### src/rtl/f_pc_fetch_ctrl.sv
// Fetch-stage PC owner and F/D pipeline register with a BOOT/RUN/HALT controller.
// Optional F/D flush input is enabled by defining FD_FLUSH_EN.
module f_pc_fetch_ctrl #(
  parameter logic [31:0] RESET_PC = 32'h0000_3000,
  parameter logic [31:0] IM_BASE  = 32'h0000_3000,
  parameter int unsigned IM_WORDS = 4096
) (
  input  logic        clk,
  input  logic        reset,
  input  logic        stall,
`ifdef FD_FLUSH_EN
  input  logic        flush,
`endif
  input  logic [31:0] npc,
  input  logic [31:0] F_Instr,
  output logic [31:0] F_PC,
  output logic [31:0] D_PC,
  output logic [31:0] D_Instr,
  output logic        D_valid,
  output logic        halted,
  output logic [31:0] bad_pc,
  output logic [31:0] fetch_cnt
);

  typedef enum logic [1:0] {
    BOOT = 2'd0,
    RUN  = 2'd1,
    HALT = 2'd2
  } state_t;

  // One past the last valid byte address; 33 bits so a base near the top cannot wrap.
  localparam logic [32:0] IM_END = {1'b0, IM_BASE} + ({1'b0, 32'(IM_WORDS)} << 2);

  state_t state;
  state_t state_nxt;

  logic pc_bad;
  logic advance;
  logic enter_halt;
  logic kill_d;

  assign pc_bad = (F_PC[1:0] != 2'b00)
               || (F_PC < IM_BASE)
               || ({1'b0, F_PC} >= IM_END);

  // NOTE: sequential state uses non-blocking (<=) so every register samples
  // the pre-edge values of its peers; blocking here would create order races.
  always_ff @(posedge clk or posedge reset) begin
    if (reset) state <= BOOT;
    else       state <= state_nxt;
  end

  // NOTE: every always_comb output gets a default first, so no path can
  // leave it unassigned and infer a latch.
  always_comb begin
    state_nxt = state;
    case (state)
      BOOT:    state_nxt = RUN;
      RUN:     if (!stall && pc_bad) state_nxt = HALT;
      HALT:    state_nxt = HALT;
      default: state_nxt = BOOT;
    endcase
  end

  always_comb begin
    advance    = 1'b0;
    enter_halt = 1'b0;
    kill_d     = 1'b0;
    if (state == RUN && !stall) begin
      advance    = !pc_bad;
      enter_halt = pc_bad;
`ifdef FD_FLUSH_EN
      kill_d     = !pc_bad && flush;
`endif
    end
  end

  // The bad-PC instruction never reaches D: HALT entry clears D instead.
  always_ff @(posedge clk or posedge reset) begin
    if (reset) begin
      F_PC      <= RESET_PC;
      D_PC      <= 32'h0;
      D_Instr   <= 32'h0;
      D_valid   <= 1'b0;
      halted    <= 1'b0;
      bad_pc    <= 32'h0;
      fetch_cnt <= 32'h0;
    end else if (advance) begin
      F_PC <= npc;
      D_PC <= F_PC;
      if (kill_d) begin
        D_Instr <= 32'h0;
        D_valid <= 1'b0;
      end else begin
        D_Instr   <= F_Instr;
        D_valid   <= 1'b1;
        fetch_cnt <= fetch_cnt + 32'd1;
      end
    end else if (enter_halt) begin
      halted  <= 1'b1;
      bad_pc  <= F_PC;
      D_Instr <= 32'h0;
      D_valid <= 1'b0;
    end
  end

endmodule

### config.mk
export PLATFORM = sky130hd
export DESIGN_NAME = f_pc_fetch_ctrl
export DESIGN_NICKNAME = d
export VERILOG_FILES = /design/src/rtl/f_pc_fetch_ctrl.sv
export SDC_FILE = /design/constraint.sdc
export NUM_CORES = 1
export LEC_CHECK = 0
export CORE_MARGIN = 3
export CORE_UTILIZATION = 45
export DETAILED_ROUTE_END_ITERATION = 6
export GPL_TIMING_DRIVEN = 0
export PLACE_DENSITY = 0.87
export SYNTH_ARGS = -nofsm -noshare
export SYNTH_HDL_FRONTEND = slang
export SYNTH_SLANG_ARGS = --single-unit
export TNS_END_PERCENT = 5
### constraint.sdc
create_clock -name clk -period 6.72 [get_ports clk]
set_input_delay 1.344 -clock clk [delete_from_list [all_inputs] [get_ports clk]]
set_output_delay 1.344 -clock clk [all_outputs]
set_load 0.03 [all_outputs]
## Word-level counts from Yosys, hierarchy flattened

Cells that the tools add are included.

- Bits of input ports: 67
- Output and inout port bits: 162
- Word-level logic and storage cells: 33
- Flip-flop bits (word level): 164

- Reduce and logical (&&, ||, !) cells: 10
- Add/subtract/negate cells: 1
- Bitwise logic cells: 1
- Muxes and demuxes: 8
- $lt $le $gt $ge: 2
- Equal/unequal tests: 3

Operator list:

| operator | number |
|---|---|
| $mux 32 | 2 |
| $add 32x1->32 const B | 1 |
| $ge 32x15->1 const B | 1 |
| $lt 32x14->1 const B | 1 |
| $pmux 2 s3 | 1 |
| $mux 1 | 4 |
| $reduce_bool 2->1 | 2 |
| $eq 2x1->1 const B | 1 |
| $eq 2x2->1 const B | 1 |
| $logic_and 1x1->1 | 2 |
| $logic_not 1->1 | 2 |
| $logic_not 2->1 | 1 |
| $logic_or 1x1->1 | 2 |
| $mux 2 | 1 |
| $ne 2x2->1 const B | 1 |
| $reduce_and 2->1 | 1 |
| $not 1->1 | 1 |

## Depth between registers and ports, before layout

- Depth in word-level cells: 7
- Depth in mapped cells: 7
- Gate-level depth less buffers: 6

## Least setup slack after synthesis

No wires, ideal clock.

- Path kind: input port to flip-flop
- Start: input stall
- End: register F_PC[10]
- Path buffers: 1
- Data required time: 6595 ps
- Data arrival time: 2463 ps
- Setup time: 125 ps
- Path slack: 4132 ps
- Stages on the path: 4
- Cells stage by stage: nand2b_1 nor3_4 buf_4 mux2_2

- Cells in the longest elaborated chain, start to end: 3

Ends and longest elaborated chain:

| element | RTL line | text |
|---|---|---|
| start: declaration | 10 | `input logic stall,` |
| $logic_not 1->1 | 69 | `if (state == RUN && !stall) begin` |
| $logic_and 1x1->1 | 69 |  |
| $mux 1 | 69 |  |
| end signal: assignment | 89 | `F_PC <= npc;` |
| end: declaration | 16 | `output logic [31:0] F_PC,` |

Every way passes these cells.
A chain may end at the register's enable or synchronous reset.

## Final worst setup path

- Start: register F_PC[13]
- End: output F_PC[13]

No word-level cell between the ends.

==> run summary <==
Status = complete, no violations
Setup repair after global routing missed its margin = false
Setup violators final = 0
Vias = 4735
Clock buffer depth = 2
DR pass1 iterations = 4
DPL Wire Length = 12100 um
Final Hold Fails = 0
PortBufs = 228
Max-slew violation count = 0
Vias in the first global route = 5076
Worst Path Class, Setup = flip-flop to primary output
Commonest cells after routing, fill and taps aside = clkdlybuf4s50_1 (228), dfrtp_1 (162), nand2_1 (67)
Max-slew headroom = 61.0%
Tightest Pin Transition = 579 ps
Total power = 0.00212 W
Hold slack = 481 ps
IO Count = 229
Die Y = 126 um
Worst min path class = flip-flop to flip-flop
Initial antenna violation count = 0
Hold Buf Count CTS = 0
Crit Path Max Fanout = 6
Clock skew = 11.0 ps
N_diodes = 0
Post-synth design cell area = 6450 um2
Initial drt markers = 343
Dpl cells = 896
Postcts setup bufs = 0
CP arrival = 1690 ps
Clock sinks = 164
Gr ovfl total = 0
Tcrit/Tclk final = 45.1%
Avg Cell Area, Syn = 13.2 um2
Die width = 126 um
Post-Route WL = 16500 um
Commonest non-fill, non-tap cell in the layout = clkdlybuf4s50_1
Post-CTS sizing = 0
Crit-path slowest cell = clkdlybuf4s50_1
Final min period = 3030 ps
Gpl congestion = 0.783
Post-Syn Nets = 557
CTS Buf Count = 17
CTS HTree Levels = 4
CP required = 5380 ps
Fin nets = 805
CP cell instances = clkdlybuf4s50_1
Sequential share of the synthesized area = 63.6%
Crit end category = primary output
TritonCTS clock tree = done
CTS Root Cell = clkbuf_16
Largest net degree at the start of global routing = 104
Gr usage total = 21.1%
Drt wl/cell = 17.8 um
Post-synth EDFFs = 0
First-pass GRT wire length = 26600 um
Final core occ = 68.7%
Die area = 15800 um2
Main flop type after synthesis = dfrtp_1
FF+latch count, synth = 164
Clock Latency Late Sink = 420 ps
Post-DR vias/cell = 5.11
Largest stage delay on the critical path = 690 ps
Synthesis Warnings = 0
Peak supply drop = 143 uV
Final std cells w/o fill = 926
Pwr dens = 222 nW/um2
Layout area overhead = 48.4%
MaxCap Viol Count = 0
Layout cells sized above 1 = 14.3%
DRC Markers = 0
Cells after synthesis = 487
Critical path's top delay family = buffers and inverters
DRT antenna net count = 0
FP Rows = 43
Startpoint types = flip-flop
Initial core utilization = 46.3%
Synth unique cells = 33
CTS clk-pin slew, worst paths = 60 ps
Fmax = 330 MHz
Core area = 13900 um2
Leakage power = 4.52 nW
Async SR Flop Fraction = 100%
Worst path buffer plus inverter count = 1
[final cells by class]
class,instances,area (um2)
multi-input cells,296,2200
inverters,3,16.3
flip-flops and latches,164,4110
clock buffers,20,447
repair buffers,229,2310
plain buffers,24,138
well taps,180,225
fillers,949,4360
clock inverters,10,134
[state kept, by name (all words and copies together), names as in the netlist]
signal and flops:
state 2, fetch_cnt 32, halted 1, D_valid 1, D_PC 32, bad_pc 32, F_PC 32, D_Instr 32
[metal layers]
metal | vias to the layer above | wire (um) | track usage (%)
met1 | 2386 | 6580 | 25.6
li1 | 2161 | - | -
met3 | 17 | 1160 | 6.15
met5 | - | 0 | 0
met4 | 0 | 223 | 6.62
met2 | 171 | 8530 | 36.4
[synthesized netlist by cell type (2+ instances only)]
cell type	number	share of area [%]
dfrtp_1	162	63
nand2_1	67	3.9
o21ai_0	33	2.6
mux2_2	32	5.6
mux2_4	29	6.7
xnor2_1	26	3.5
a21o_1	20	2.3
nor2b_1	19	1.8
nand3_1	15	1.2
nand4_1	14	1.4
clkbuf_1	13	0.76
and3_1	11	1.1
nor4_1	5	0.48
xor2_1	5	0.68
buf_4	4	0.47
buf_6	4	0.70
and4_1	3	0.41
ha_1	3	0.58
inv_1	3	0.17
and2_1	2	0.19
buf_2	2	0.16
dfstp_2	2	0.81
nand2b_1	2	0.19
nor3_1	2	0.16
[report_power, final]
group / switching, W / internal, W
logic: 0.0000877 / 0.0000753
clock network: 0.000373 / 0.000588
registers: 0.00000388 / 0.000995
total: 0.000464 / 0.00166
[stage by stage]
stage	setup slack [ps]	setup TNS [ps]	cell area (um2)
3_3_place_gp	-802	-128280	8960
6_report	3690	0	9570
2_1_floorplan	946	0	6450
5_1_grt	3640	0	9570
4_1_cts	3660	0	9570
3_5_place_dp	3380	0	8990
[worst paths after layout]
path / startpoint / endpoint / slack, ps / cells past startpoint
max: F_PC[13] / F_PC[13] / 3690 / 1
min: D_valid / D_valid / 480 / 1
max reg2reg: F_PC[21] / F_PC[10] / 4250 / 5
min reg2reg: D_valid / D_valid / 480 / 1
max in group asynchronous: reset / F_PC[12] / 4450 / 3
min in group asynchronous: reset / D_Instr[4] / 1380 / 2
[cells by family after synthesis]
| group | after synthesis | synth area share, % |
|---|---|---|
| AOI/OAI and AO/OA | 55 | 5.20 |
| xor gates and xnor gates | 31 | 4.21 |
| adders and majority gates | 3 | 0.582 |
| buffers and inverters | 27 | 2.31 |
| DFF | 164 | 63.6 |
| muxes | 61 | 12.3 |
| and+or+nand+nor | 146 | 11.7 |
Power figures use the tool's default switching activity.
